===== src/rtl/block_stream_gen_pkg.sv =====
// ============================================================================
// Module      : block_stream_gen_pkg
// Description : Shared constants and types for the begin/end keyword stream
//               (op codes, delimiter character, case delta, token lengths).
// Revision    : 1.0 - initial release
// ============================================================================
`default_nettype none

package block_stream_gen_pkg;

  // Command op codes
  localparam logic [1:0] OP_BEGIN = 2'd0;
  localparam logic [1:0] OP_END   = 2'd1;
  localparam logic [1:0] OP_CHAR  = 2'd2;
  localparam logic [1:0] OP_SPACE = 2'd3;

  // Character constants
  localparam logic [7:0] CHR_SPACE  = 8'h20;
  localparam logic [7:0] CASE_DELTA = 8'h20;

  // Token lengths including the trailing delimiter
  localparam logic [2:0] LEN_BEGIN = 3'd6;
  localparam logic [2:0] LEN_END   = 3'd4;
  localparam logic [2:0] LEN_TOKEN = 3'd1;

  typedef enum logic [0:0] {
    ST_IDLE = 1'b0,
    ST_EMIT = 1'b1
  } state_e;

  // Number of characters a command expands to
  function automatic logic [2:0] op_len(input logic [1:0] op);
    logic [2:0] len;
    case (op)
      OP_BEGIN: len = LEN_BEGIN;
      OP_END:   len = LEN_END;
      default:  len = LEN_TOKEN;
    endcase
    return len;
  endfunction

endpackage

`default_nettype wire


===== src/rtl/block_kw_rom.sv =====
// ============================================================================
// Module      : block_kw_rom
// Description : Combinational keyword ROM. Maps (is_end, idx) to the
//               lowercase character of "begin " or "end ".
// Ports       : is_end_i  in  1  select "end " (1) or "begin " (0)
//               idx_i     in  3  character index within the keyword
//               char_o    out 8  lowercase ASCII character
// Revision    : 1.0 - initial release
// ============================================================================
`default_nettype none

module block_kw_rom
  import block_stream_gen_pkg::*;
(
  input  logic       is_end_i,
  input  logic [2:0] idx_i,
  output logic [7:0] char_o
);

  // Any index past the letters yields the delimiter.
  always_comb begin
    char_o = CHR_SPACE;
    case ({is_end_i, idx_i})
      4'b0_000: char_o = 8'h62; // b
      4'b0_001: char_o = 8'h65; // e
      4'b0_010: char_o = 8'h67; // g
      4'b0_011: char_o = 8'h69; // i
      4'b0_100: char_o = 8'h6E; // n
      4'b1_000: char_o = 8'h65; // e
      4'b1_001: char_o = 8'h6E; // n
      4'b1_010: char_o = 8'h64; // d
      default:  char_o = CHR_SPACE;
    endcase
  end

endmodule

`default_nettype wire


===== src/rtl/block_stream_gen.sv =====
// ============================================================================
// Module      : block_stream_gen
// Description : Transmit side of the begin/end keyword stream. Expands token
//               commands into an ASCII character stream on a valid/ready
//               interface and tracks nesting depth and balance.
// Config      : MIXED_CASE_EN - per-letter case select from cmd_case[4:0];
//               when undefined cmd_case[0] selects case for the whole word.
// Ports       : clk        in   1        clock, rising edge
//               reset      in   1        async active-low reset
//               cmd_valid  in   1        command present
//               cmd_ready  out  1        command can be accepted
//               cmd_op     in   2        0=BEGIN 1=END 2=CHAR 3=SPACE
//               cmd_char   in   8        raw byte for CHAR
//               cmd_case   in   5        keyword case select
//               out_valid  out  1        out_char valid
//               out_ready  in   1        sink accepts out_char
//               out_char   out  8        ASCII character
//               depth      out  DEPTH_W  current nesting depth
//               err        out  1        sticky underflow/overflow flag
//               balanced   out  1        (depth==0) && !err
// Revision    : 1.0 - initial release
// ============================================================================
`default_nettype none

module block_stream_gen
  import block_stream_gen_pkg::*;
#(
  parameter int DEPTH_W   = 9,
  parameter int MAX_DEPTH = 511
) (
  input  logic               clk,
  input  logic               reset,
  input  logic               cmd_valid,
  output logic               cmd_ready,
  input  logic [1:0]         cmd_op,
  input  logic [7:0]         cmd_char,
  input  logic [4:0]         cmd_case,
  output logic               out_valid,
  input  logic               out_ready,
  output logic [7:0]         out_char,
  output logic [DEPTH_W-1:0] depth,
  output logic               err,
  output logic               balanced
);

  localparam logic [DEPTH_W-1:0] DEPTH_MAX  = MAX_DEPTH[DEPTH_W-1:0];
  localparam logic [DEPTH_W-1:0] DEPTH_ZERO = '0;
  localparam logic [DEPTH_W-1:0] DEPTH_ONE  = {{(DEPTH_W-1){1'b0}}, 1'b1};

`ifdef MIXED_CASE_EN
  localparam int CASE_W = 5;
`else
  localparam int CASE_W = 1;
  // Upper case bits have no function in this build.
  logic unused_case_bits;
  assign unused_case_bits = ^cmd_case[4:1];
`endif

  state_e              state_q, state_d;
  logic [2:0]          idx_q;
  logic [2:0]          len_q;
  logic [1:0]          op_q;
  logic [7:0]          raw_q;
  logic [CASE_W-1:0]   case_q;
  logic [DEPTH_W-1:0]  depth_q, depth_d;
  logic                err_q, err_d;
  logic                balanced_q;

  logic                accept;
  logic                beat;
  logic                last_beat;
  logic                kw_up;
  logic [7:0]          rom_char;
  logic [7:0]          emit_char;

  assign accept    = cmd_valid && cmd_ready;
  assign beat      = out_valid && out_ready;
  assign last_beat = beat && (idx_q == (len_q - 3'd1));

  // --------------------------------------------------------------------------
  // FSM: state register
  // --------------------------------------------------------------------------
  always_ff @(posedge clk or negedge reset) begin
    if (!reset) begin
      state_q <= ST_IDLE;
    end else begin
      state_q <= state_d;
    end
  end

  // FSM: next state
  always_comb begin
    state_d = state_q;
    case (state_q)
      ST_IDLE: if (accept)    state_d = ST_EMIT;
      ST_EMIT: if (last_beat) state_d = ST_IDLE;
      default:                state_d = ST_IDLE;
    endcase
  end

  // FSM: outputs
  always_comb begin
    cmd_ready = 1'b0;
    out_valid = 1'b0;
    case (state_q)
      ST_IDLE: cmd_ready = 1'b1;
      ST_EMIT: out_valid = 1'b1;
      default: cmd_ready = 1'b1;
    endcase
  end

  // --------------------------------------------------------------------------
  // Sequence latch and character index
  // --------------------------------------------------------------------------
  always_ff @(posedge clk or negedge reset) begin
    if (!reset) begin
      idx_q  <= 3'd0;
      len_q  <= LEN_TOKEN;
      op_q   <= OP_SPACE;
      raw_q  <= CHR_SPACE;
      case_q <= '0;
    end else if (accept) begin
      idx_q  <= 3'd0;
      len_q  <= op_len(cmd_op);
      op_q   <= cmd_op;
      raw_q  <= cmd_char;
      case_q <= cmd_case[CASE_W-1:0];
    end else if (beat) begin
      idx_q  <= idx_q + 3'd1;
    end
  end

  // --------------------------------------------------------------------------
  // Depth tracking; updated in the acceptance cycle
  // --------------------------------------------------------------------------
  always_comb begin
    depth_d = depth_q;
    err_d   = err_q;
    if (accept) begin
      if (cmd_op == OP_BEGIN) begin
        if (depth_q < DEPTH_MAX) depth_d = depth_q + DEPTH_ONE;
        else                     err_d   = 1'b1;
      end else if (cmd_op == OP_END) begin
        if (depth_q > DEPTH_ZERO) depth_d = depth_q - DEPTH_ONE;
        else                      err_d   = 1'b1;
      end
    end
  end

  always_ff @(posedge clk or negedge reset) begin
    if (!reset) begin
      depth_q    <= DEPTH_ZERO;
      err_q      <= 1'b0;
      balanced_q <= 1'b1;
    end else begin
      depth_q    <= depth_d;
      err_q      <= err_d;
      balanced_q <= (depth_d == DEPTH_ZERO) && !err_d;
    end
  end

  // --------------------------------------------------------------------------
  // Character generation
  // --------------------------------------------------------------------------
  block_kw_rom u_kw_rom (
    .is_end_i (op_q == OP_END),
    .idx_i    (idx_q),
    .char_o   (rom_char)
  );

  always_comb begin
    kw_up = 1'b0;
`ifdef MIXED_CASE_EN
    case (idx_q)
      3'd0:    kw_up = case_q[0];
      3'd1:    kw_up = case_q[1];
      3'd2:    kw_up = case_q[2];
      3'd3:    kw_up = case_q[3];
      3'd4:    kw_up = case_q[4];
      default: kw_up = 1'b0;
    endcase
`else
    kw_up = case_q[0];
`endif
  end

  always_comb begin
    emit_char = CHR_SPACE;
    if (state_q == ST_EMIT) begin
      case (op_q)
        OP_CHAR:  emit_char = raw_q;
        OP_SPACE: emit_char = CHR_SPACE;
        // The delimiter is never case-shifted.
        default:  emit_char = (kw_up && (rom_char != CHR_SPACE)) ?
                              (rom_char - CASE_DELTA) : rom_char;
      endcase
    end
  end

  assign out_char = emit_char;
  assign depth    = depth_q;
  assign err      = err_q;
  assign balanced = balanced_q;

endmodule

`default_nettype wire


===== config.mk =====
export PLATFORM = sky130hd
export DESIGN_NAME = block_stream_gen
export DESIGN_NICKNAME = d
export VERILOG_FILES = /design/src/rtl/block_stream_gen_pkg.sv /design/src/rtl/block_kw_rom.sv /design/src/rtl/block_stream_gen.sv
export SDC_FILE = /design/constraint.sdc
export NUM_CORES = 1
export LEC_CHECK = 0
export ABC_AREA = 1
export BUFFER_PORTS_ARGS = -buffer_cell sky130_fd_sc_hd__clkbuf_2
export CAP_MARGIN = 15
export CORE_UTILIZATION = 44
export CTS_BUF_LIST = sky130_fd_sc_hd__clkbuf_4
export DETAILED_ROUTE_END_ITERATION = 10
export PLACE_DENSITY = 0.66
export SYNTH_ARGS = -nofsm -noshare
export SYNTH_HDL_FRONTEND = slang
export SYNTH_SLANG_ARGS = --single-unit
export TNS_END_PERCENT = 20

===== constraint.sdc =====
create_clock -name clk -period 4.7 [get_ports clk]
set_input_delay 0.94 -clock clk [delete_from_list [all_inputs] [get_ports clk]]
set_output_delay 0.94 -clock clk [all_outputs]
set_load 0.05 [all_outputs]

Yosys cells after proc, flatten, opt, wreduce, memory -nomap -nowiden. Memories as Yosys holds them, arrays and structs flattened. Index checks and enable logic that the tools add are counted.

Bits in registers: 29. Bits in latches: 0. RAM bits: 0. Memory bits (read-only): 80. Input port bits: 19. Output and inout bits: 21. Word-level logic and storage cells: 54. Memories kept: 1.

Add/sub/neg operators: 5. $mul: 0. Div/mod/pow operators: 0. Magnitude comparators: 2. Eq/ne operators: 6. Shift operators: 0. Multiplexer cells: 21. Bitwise gates (word level): 1. Reduce and logical (&&, ||, !) cells: 9.

Memory list: (name not given) (words 16, width 5, read ports 1, clocked after memory_dff 0, write ports 0, line block_kw_rom.sv:23) `case ({is_end_i, idx_i})`.

Operators with widths (count): 9-bit 2-to-1 mux (5); 8-bit 2-to-1 mux (2); 8-bit case mux with 2 select lines (1); 9-bit by 1-bit adder with 9-bit output, second input constant (1); 9-bit by 1-bit greater-than comparator with 1-bit output, second input constant (1); 9-bit logical NOT (1); 9-bit < comparator, second input constant (1); 1-bit 2-to-1 mux (9); 9-bit by 1-bit subtractor with 9-bit output, second input constant (1); 8-bit by 6-bit inequality test with 1-bit output, second input constant (1); 8-bit by 6-bit subtractor with 8-bit output, second input constant (1); 3-bit 2-to-1 mux (2); 3-bit case mux with 2 select lines (1); 1-bit logical AND (5); 2-bit by 1-bit equality test with 1-bit output, second input constant (2); 2-bit equality test, second input constant (2); 3-bit by 1-bit adder with 3-bit output, second input constant (1); 3-bit equality test (1); 3-bit by 1-bit subtractor with 3-bit output, second input constant (1); 2-bit logical NOT (1); 1-bit case mux with 2 select lines (1); 2-bit nonzero test (1); 1-bit logical NOT (1); 1-bit NOT (1).

Depth between registers and ports, before layout. Gate-level depths: netlist of the first run.

Word-level depth: 7. Gate-level depth with buffers: 15. Mapped depth without buffers: 14.

By module. A second synthesis of the first run with hierarchy kept.

Cell total of the unflattened synthesis: 307. Area, all modules: 2158.3 um^2.

By module, submodules not included: block_stream_gen (instances 1, cells each 272, area each 1966.9 um^2, sequential area each 732.0 um^2); block_kw_rom (instances 1, cells each 35, area each 191.4 um^2, sequential area each 0.0 um^2).

Worst setup path after synthesis of the first run. OpenSTA, ideal clock, no wires.

Path kind: register to output. Start point: reg state_q. End point: out out_char[2]. Data arrival time: 2490 ps. Data required time: 3760 ps. Slack: 1270 ps. Cell stages (with the launch flop): 7. Path buffers: 1. Cells stage by stage: dfrtp_1 -> buf_6 -> inv_4 -> nor2_1 -> inv_1 -> or2_2 -> o21ai_0.

Word-level cells in the longest chain between the ends: 1.

Ends and longest elaborated chain: from (decl) (line block_stream_gen.sv:59) `state_e state_q, state_d;`; from (signal assigned) (line block_stream_gen.sv:87) `state_q <= state_d;`; 8-bit 2-to-1 mux (line block_stream_gen.sv:189) `if (state_q == ST_EMIT) begin`; to (decl) (line block_stream_gen.sv:40) `output logic [7:0] out_char,`.

Every way passes these cells.

Final worst setup path of the first run.
Start point: reg op_q[0]. End point: out out_char[2].

Word-level cells in the longest chain between the ends: 7. Elaborated cells between the ends (all ways): 10. Those cells by class: add/sub (1); eq/ne (4); mux (3); reduce/logical (1); memory (1).

Ends and longest elaborated chain: from (decl) (line block_stream_gen.sv:62) `logic [1:0] op_q;`; from (signal assigned) (line block_stream_gen.sv:125) `op_q <= cmd_op;`; branches (longest 5 deep; another with 8-bit by 6-bit subtractor with 8-bit output); 8-bit case mux with 2 select lines * (line block_stream_gen.sv:190) `case (op_q)`; 8-bit 2-to-1 mux * (line block_stream_gen.sv:189).

Mark *: on every way between the ends.

==> flow_summary.ini, run 1 <==
[run_status]
status = finished, final reports clean

[min_path]
timing.hold.worst.start = raw_q[5]$_DFFE_PN1P_
worstHoldPathType = flop to flop
hold_path_depth = 2
worst_hold_path_endpoint = raw_q[5]$_DFFE_PN1P_

[grt]
grt_antenna_before_repair = 0
maximum_number_of_pins_on_one_net_before_global_route_repair = 30
grt.overflow.total = 0
globalRouteTotalUtil_pct = 19.93
grt_pass1_vias = 1565
grt_pass1_wl_um = 6844

[synth]
ys_async_sr_fraction_pct = 100.0
synth_fp_nets = 307
yosys_warnings = 0
synth_top_area_share_pct = 30.42
post_synthesis_area_per_instance_um2 = 7.051
dominantRegCellSynth = sky130_fd_sc_hd__dfrtp_1
yosysTopAreaCell = sky130_fd_sc_hd__dfrtp_1
number_of_synthesized_flops_with_an_enable_pin = 0
ys_seq_elements = 29
mappedNetlistArea_um2 = 1974
ys_top_cells_by_area = sky130_fd_sc_hd__dfrtp_1, sky130_fd_sc_hd__nand2_1, sky130_fd_sc_hd__inv_1, sky130_fd_sc_hd__dfstp_2, sky130_fd_sc_hd__nand3_1
netlist_instances = 280
number_of_distinct_standard_cells_referenced_by_the_synthesized_netlist = 33
part_of_the_yosys_area_used_for_sequential_elements_pct = 37.07

[routing]
wl_cell_um = 11.71
finalWirelength_um = 4299
firstDrtPassIters = 4
drc = 0
initial_drc_count = 82
antenna_left = 0
vias = 1781
vias_per_cell = 4.853

[critical_path]
critical_path.top_delay_family = simple AND/OR/NAND/NOR gates
critical_path_peak_fanout = 5
cp_num_buf_inv = 3
ordered_cell_list_for_the_critical_path = inv_1 -> nor2_1 -> inv_1 -> nand2_1 -> o21ai_0 -> or2_2 -> o21ai_0 -> clkbuf_2
critical_path.reg2reg.endpoint = balanced$_DFF_PN1_
cp_data_required_time_ns = 3.76
start_kind = flop
timing.critical_path.arrival_ns = 2.25
critical-path-max-stage-delay_ns = 0.55
criticalPathCategory = flop to primary output
timing.critical_path.to_type = primary output
setup.reg_to_reg.worst_slack_ns = 2.65
depth_of_the_worst_register_to_register_path = 13
timing.rr.start = state_q$_DFF_PN0_
crit_path_top_delay_cell = sky130_fd_sc_hd__dfstp_2
setup.worst_path.start = op_q[0]$_DFFE_PN1P_

[timing]
final_min_period_over_clock_period_pct = 67.79
worstMarginPinSlew_ns = 0.7648
drv_slew = 0
rsz_0062_raised_after_global_routing = no
timing.final.crit_period_ns = 3.186
max_slew_margin_pct = 48.82
clock_skew_ns = 0.01126
hold_viol = 0
report.final.setup_viol = 0
clock.fmax_mhz = 313.9
setup-tns-final_ns = 0
hold_ws_ns = 0.4773

[clocking]
cts_resized = 0
clk_root_buffer_cell = sky130_fd_sc_hd__clkbuf_4
tritoncts = yes
htreeDepth = 2
cts_made_buffers = 5
cts.clk_slew.worst_paths_ns = 0.10
clkSinkCount = 29
postCtsHoldBufs = 0
max-clock-path-buffers = 2
clk_latency_ns = 0.33
post_cts_buffers = 0

[power_and_ir_drop]
power_density_nw_per_um2 = 692.9
ir_drop_uv = 284.4
total_leakage_power_nw = 1.207
post_layout_total_power_mw = 1.540

[finish]
insertedDiodeCount = 0
layout_common_cells = sky130_fd_sc_hd__nand2_1, sky130_fd_sc_hd__inv_1, sky130_fd_sc_hd__clkbuf_2, sky130_fd_sc_hd__nor2_1, sky130_fd_sc_hd__dfrtp_1
drive_above_1_share_pct = 20.19
layout_commonest_cell = sky130_fd_sc_hd__nand2_1
syn2layout_area_growth_pct = 12.55
finalNetCount = 343
n_fill_cell = 408
fin_util_pct = 53.62

[placement]
dpl.hpwl_um = 3290
place.gp.congestion = 0.9033
port_buffers = 35

[floorplan]
die_x_um = 68.99
placeableCoreArea_um2 = 4144
initial_core_util_pct = 47.64
fp.dieArea_um2 = 4759
die_height_um = 68.99
row_count = 23
pin_count = 40

[run]
max-cap-violations = 0
-- report_power, final --
group	internal, mW	leakage, nW	switching, mW
combinational	0.253	0.838	0.668
clock	0.0540	0.0300	0.0887
sequential	0.361	0.339	0.115
-- flip-flops by register name, indices dropped and copies added, names as in the netlist --
signal,cells
depth,9
raw_q,8
idx_q,3
len_q,3
op_q,2
balanced,1
case_q,1
err,1
state_q,1
-- worst max-delay path by stage --
| stage | end | slack [ns] | cells after the start |
|---|---|---|---|
| finish | out_char[2] | 1.51 | 8 |
| global route | out_char[2] | 1.37 | 8 |
| CTS | out_char[2] | 1.51 | 8 |
| detailed placement | out_char[2] | 1.88 | 8 |
| global placement | out_char[2] | 1.90 | 8 |
| floorplan | out_char[2] | 1.27 | 6 |
-- stage by stage --
stage / cells / setup WS (ns) / cell area (um2)
2_1_floorplan: 280 / 1.270 / 1974
3_3_place_gp: 359 / 1.895 / 2172
6_report: 367 / 1.514 / 2222
4_1_cts: 367 / 1.506 / 2222
5_1_grt: 367 / 1.372 / 2222
3_5_place_dp: 359 / 1.877 / 2172
-- area by class of cell --
cell class / count / area, um2 / area share (%)
repair buffers: 35 / 175.2 / 7.883
flip-flops and latches: 29 / 732.0 / 32.94
clock buffers: 5 / 37.54 / 1.689
inverters: 43 / 171.4 / 7.714
well taps: 50 / 62.56 / 2.815
clock inverters: 3 / 12.51 / 0.5631
multi-input cells: 202 / 1031 / 46.40
-- cells by family after synthesis --
| logic type | count (synthesis) | share of synthesized area [%] |
|---|---|---|
| simple gates | 155 | 36.00 |
| buf+inv | 49 | 10.71 |
| compound gates | 34 | 8.935 |
| flops | 29 | 37.07 |
| fa+ha+maj | 8 | 5.070 |
| xor+xnor | 5 | 2.218 |
-- worst min-delay path, cell delays in order, from the launching register on --
cell                      delay, ns
sky130_fd_sc_hd__dfstp_2       0.38
sky130_fd_sc_hd__nand2_1       0.06
sky130_fd_sc_hd__nand2_1       0.05
-- synthesized netlist by cell type, types with 3 or more instances --
master and count:
sky130_fd_sc_hd__dfstp_2 5, sky130_fd_sc_hd__dfrtp_1 24, sky130_fd_sc_hd__nand3_1 21, sky130_fd_sc_hd__nand4_1 4
sky130_fd_sc_hd__ha_1 8, sky130_fd_sc_hd__o21ai_0 19, sky130_fd_sc_hd__xnor2_1 3, sky130_fd_sc_hd__nor2_1 26
sky130_fd_sc_hd__a21oi_1 11, sky130_fd_sc_hd__inv_1 38, sky130_fd_sc_hd__nand2_4 5, sky130_fd_sc_hd__nand2_1 88
-- routing by layer --
metal	global-route usage [%]	wire (um)	vias up
li1	-	-	948
met1	24.26	2005	798
met2	34.34	2099	33
met3	4.441	173	2
met4	6.888	21	0
met5	0	0	-
Power figures use the tool's default switching activity.
==> run 2, diff against run 1 <==
Settings changed: PLACE_DENSITY 0.66 to 0.69.
Clock period 4.7 ns to 2.7 ns, I/O delays scaled along.
==> flow_summary.ini, run 2 (synthesis gave the netlist of run 1 again) <==
[run_status]
status = finished, final reports clean

[floorplan]
fp.dieArea_um2 = 4759
placeableCoreArea_um2 = 4144
pin_count = 40
row_count = 23
die_height_um = 68.99
die_x_um = 68.99
initial_core_util_pct = 47.64

[placement]
place.gp.congestion = 0.9024
dpl.hpwl_um = 3387
dpl_ws_ns = 0.4337
port_buffers = 35

[finish]
max_ffs_per_register = 9
finalNetCount = 344
layout_commonest_cell = sky130_fd_sc_hd__nand2_1
syn2layout_area_growth_pct = 14.70
insertedDiodeCount = 0
drive_above_1_share_pct = 20.75
layout_common_cells = sky130_fd_sc_hd__nand2_1, sky130_fd_sc_hd__inv_1, sky130_fd_sc_hd__clkbuf_2, sky130_fd_sc_hd__nor2_1, sky130_fd_sc_hd__dfrtp_1

[clocking]
cts_made_buffers = 5
postCtsHoldBufs = 0
clk_root_buffer_cell = sky130_fd_sc_hd__clkbuf_4
clk_latency_ns = 0.33
tritoncts = yes
htreeDepth = 2
clkSinkCount = 29
cts.clk_slew.worst_paths_ns = 0.09
max-clock-path-buffers = 2

[grt]
grt_pass1_wl_um = 6948
globalRouteTotalUtil_pct = 20.08
maximum_number_of_pins_on_one_net_before_global_route_repair = 30
grt.overflow.total = 0
grt_pass1_vias = 1609
grt_antenna_before_repair = 0

[timing]
rsz_0062_raised_after_global_routing = no
final_min_period_over_clock_period_pct = 94.65
clock.fmax_mhz = 391.3
hold_viol = 0
clock_skew_ns = 0.006769
drv_slew = 0
postLayoutSetupSlackWorst_ns = 0.1445
max_slew_margin_pct = 51.98
report.final.setup_viol = 0
timing.final.crit_period_ns = 2.555
setup-tns-final_ns = 0
worstMarginPinSlew_ns = 0.7203

[power_and_ir_drop]
ir_drop_uv = 562.9
combinationalPowerShare_pct = 58.0
netSwitchingPower_mw = 1.527
power_frac_clock_pct = 12.6
total_leakage_power_nw = 1.227
internal_power_mw = 1.291
pwr-share-seq_pct = 29.4
netSwitchingFraction_pct = 54.19
post_layout_total_power_mw = 2.818
power_density_nw_per_um2 = 1244

[critical_path]
timing.critical_path.arrival_ns = 2.02
start_kind = flop
depth_of_the_worst_register_to_register_path = 13
criticalPathCategory = flop to primary output
cp_data_required_time_ns = 2.16
critical_path_peak_fanout = 5
timing.critical_path.to_type = primary output
setup.reg_to_reg.worst_slack_ns = 0.67
timing.rr.start = state_q$_DFF_PN0_
setup.worst_path.start = op_q[0]$_DFFE_PN1P_
critical_path.reg2reg.endpoint = balanced$_DFF_PN1_

[run]
max-cap-violations = 0

[routing]
vias_per_cell = 5.019
finalWirelength_um = 4346
firstDrtPassIters = 4
antenna_left = 0
initial_drc_count = 115
wl_cell_um = 11.81
drc = 0
vias = 1847

[min_path]
worstHoldPathType = input pin to asynchronous set/reset pin
## run 2: changes by cell type in the layout (fill, tap and decap cells not counted)
cell                        before  now
sky130_fd_sc_hd__o21ai_0        19   18
sky130_fd_sc_hd__buf_6           0    1
sky130_fd_sc_hd__clkinv_2        1    0
sky130_fd_sc_hd__bufinv_16       0    1
sky130_fd_sc_hd__o21ai_1         1    2
sky130_fd_sc_hd__clkinv_1        2    1
sky130_fd_sc_hd__buf_2           0    1
sky130_fd_sc_hd__buf_4           0    1
sky130_fd_sc_hd__clkbuf_4        5    6
sky130_fd_sc_hd__clkbuf_2       35   33
## run 2: worst max-delay path by stage
stage | end | slack [ns] | depth (start not counted)
floorplan | out_char[0] | -0.04 | 5
global placement | out_char[2] | 0.43 | 8
detailed placement | out_char[2] | 0.43 | 8
CTS | out_char[2] | 0.06 | 8
global route | out_char[2] | 0.0009 | 8
finish | out_char[6] | 0.14 | 8
## run 2: worst max-delay path: stages (launching register included)
cell and delay (ns):
sky130_fd_sc_hd__dfstp_2 0.55, sky130_fd_sc_hd__inv_1 0.04, sky130_fd_sc_hd__nor2_1 0.17, sky130_fd_sc_hd__inv_1 0.12, sky130_fd_sc_hd__nand2_1 0.08, sky130_fd_sc_hd__o21ai_0 0.10
sky130_fd_sc_hd__or2_2 0.30, sky130_fd_sc_hd__nand2_1 0.07, sky130_fd_sc_hd__clkbuf_2 0.27
## run 2: final cells by class
class                           instances  area, um2
Sequential cell                        29      732.0
Multi-Input combinational cell        202       1031
Clock inverter                          2      33.78
Tap cell                               50      62.56
Clock buffer                            6      45.04
Fill cell                             430       1879
Inverter                               43      171.4
Timing Repair Buffer                   36      188.9
## run 2: routing by layer
metal | vias to the layer above | routed length, um | part of all wire, % | track usage (%)
met3 | 8 | 181 | 4.2 | 5.099
met2 | 38 | 2107 | 48 | 35.68
met1 | 846 | 1973 | 45 | 22.54
li1 | 955 | - | - | -
met4 | 0 | 84 | 1.9 | 8.418
met5 | - | 0 | 0 | 0
## run 2: through the flow
stage                     cells  hold slack, ns  area, um2  util, %
after floorplan             280          0.2444       1974        -
after global placement      360          0.4585       2180    52.60
after detailed placement    360          0.4595       2180    52.60
after CTS                   368          0.2684       2258    54.50
after global routing        368          0.2964       2265    54.65
final                       368          0.2466       2265    54.65
## run 2: timing repair
item / in CTS / in global routing
endpoints found under the hold margin: 0 / 0
endpoints found under the setup margin: 0 / 2
resized for setup: 0 / 5
buffers inserted: 0 / 0
## run 2: power by group through the flow
| stage | combinational [mW] | clock [mW] | sequential [mW] |
|---|---|---|---|
| final | 1.64 | 0.355 | 0.827 |
| after global routing | 1.80 | 0.388 | 0.852 |
| after CTS | 1.63 | 0.367 | 0.829 |
| after detailed placement | 1.63 | 0 | 0.838 |
| after global placement | 1.61 | 0 | 0.836 |
| after floorplan | 1.14 | 0 | 0.978 |
==> run 3, diff against run 2 <==
Settings changed: GPL_TIMING_DRIVEN set to 0.
==> flow_summary.ini, run 3 (synthesis gave the netlist of run 1 again) <==
[run_status]
status = finished, final reports clean

[floorplan]
fp.dieArea_um2 = 4759
pin_count = 40
initial_core_util_pct = 47.64
row_count = 23
placeableCoreArea_um2 = 4144
die_x_um = 68.99
die_height_um = 68.99

[critical_path]
setup.reg_to_reg.worst_slack_ns = 0.67
timing.critical_path.arrival_ns = 2.01
timing.critical_path.to_type = primary output
cp_data_required_time_ns = 2.16
start_kind = flop
criticalPathCategory = flop to primary output
critical_path_peak_fanout = 5

[timing]
clock_skew_ns = 0.01374
drv_slew = 0
worstMarginPinSlew_ns = 0.7040
clock.fmax_mhz = 392.6
setup-tns-final_ns = 0
timing.final.crit_period_ns = 2.547
final_min_period_over_clock_period_pct = 94.33
max_slew_margin_pct = 53.07
hold_viol = 0
report.final.setup_viol = 0
rsz_0062_raised_after_global_routing = no

[grt]
grt_pass1_vias = 1622
grt_pass1_wl_um = 7100
grt.overflow.total = 0
globalRouteTotalUtil_pct = 20.78
maximum_number_of_pins_on_one_net_before_global_route_repair = 30
grt_antenna_before_repair = 0

[clocking]
clkSinkCount = 29
cts.clk_slew.worst_paths_ns = 0.10
post_cts_buffers = 0
cts_made_buffers = 5
clk_root_buffer_cell = sky130_fd_sc_hd__clkbuf_4
cts_resized = 0
tritoncts = yes
postCtsHoldBufs = 0
max-clock-path-buffers = 2
clk_latency_ns = 0.34
htreeDepth = 2

[routing]
finalWirelength_um = 4496
drc = 0
wl_cell_um = 12.05
firstDrtPassIters = 4
initial_drc_count = 67
antenna_left = 0
vias = 1884
vias_per_cell = 5.051

[finish]
layout_common_cells = sky130_fd_sc_hd__nand2_1, sky130_fd_sc_hd__inv_1, sky130_fd_sc_hd__clkbuf_2, sky130_fd_sc_hd__nor2_1, sky130_fd_sc_hd__dfrtp_1
finalNetCount = 349
layout_commonest_cell = sky130_fd_sc_hd__nand2_1
design_area_um2 = 2275
fin_util_pct = 54.89
syn2layout_area_growth_pct = 15.21
max_ffs_per_register = 9
drive_above_1_share_pct = 22.29
count_of_non_filler_cells_in_the_finished_layout = 373
insertedDiodeCount = 0

[power_and_ir_drop]
post_layout_total_power_mw = 2.773
ir_drop_uv = 740.2
power_density_nw_per_um2 = 1219
total_leakage_power_nw = 1.231

[placement]
area_after_dpl_um2 = 2212
port_buffers = 35
place.gp.congestion = 0.8831
dpl.hpwl_um = 3483
placed_cells_incl_taps = 365

[run]
max-cap-violations = 0

[min_path]
worstHoldPathType = input pin to asynchronous set/reset pin
==> run 3: final timing paths <==
kind	depth (start not counted)	from	end
max	8	idx_q[0]$_DFFE_PN0P_	out_char[6]
min	1	reset	depth[2]$_DFF_PN0_
max reg2reg	12	depth[0]$_DFF_PN0_	balanced$_DFF_PN1_
min reg2reg	2	raw_q[5]$_DFFE_PN1P_	raw_q[5]$_DFFE_PN1P_
max in group asynchronous	1	reset	depth[6]$_DFF_PN0_
min in group clk	3	cmd_char[5]	raw_q[5]$_DFFE_PN1P_
==> run 3: routing by layer <==
layer | up-vias | routed length (um) | GRT usage (%)
met5 | - | 0 | 0
met4 | 0 | 125 | 9.949
met3 | 17 | 257 | 4.605
met2 | 64 | 2064 | 35.44
met1 | 841 | 2048 | 24.54
li1 | 962 | - | -
==> run 3: per-stage QoR <==
stage / setup WS, ns / hold slack (ns)
4_1_cts: 0.01144 / 0.2462
5_1_grt: 0.01779 / 0.2854
3_5_place_dp: 0.3930 / 0.4594
6_report: 0.1530 / 0.2301
2_1_floorplan: -0.04409 / 0.2444
3_3_place_gp: 0.4161 / 0.4587
==> run 3: cell type report <==
cell class                      instances  area [um2]
Multi-Input combinational cell        202        1036
Clock inverter                          3       17.52
Tap cell                               50       62.56
Timing Repair Buffer                   35       177.7
Sequential cell                        29       732.0
Fill cell                             421        1869
Buffer                                  6       40.04
Inverter                               43       171.4
Clock buffer                            5       37.54
==> run 3: report_power, final <==
group          internal [mW]  leakage [nW]  switching, mW
clock                 0.0979        0.0310          0.163
sequential             0.629         0.339          0.164
combinational          0.486         0.861           1.23
total                   1.21          1.23           1.56
==> run 3: worst max-delay path: stages (launching register included) <==
cell and delay [ns]:
sky130_fd_sc_hd__dfrtp_1 0.43, sky130_fd_sc_hd__inv_1 0.15, sky130_fd_sc_hd__ha_2 0.22, sky130_fd_sc_hd__nor2_1 0.05, sky130_fd_sc_hd__nand2_1 0.07, sky130_fd_sc_hd__o21ai_0 0.11, sky130_fd_sc_hd__or2_2 0.30, sky130_fd_sc_hd__nand2_1 0.06
sky130_fd_sc_hd__clkbuf_2 0.27
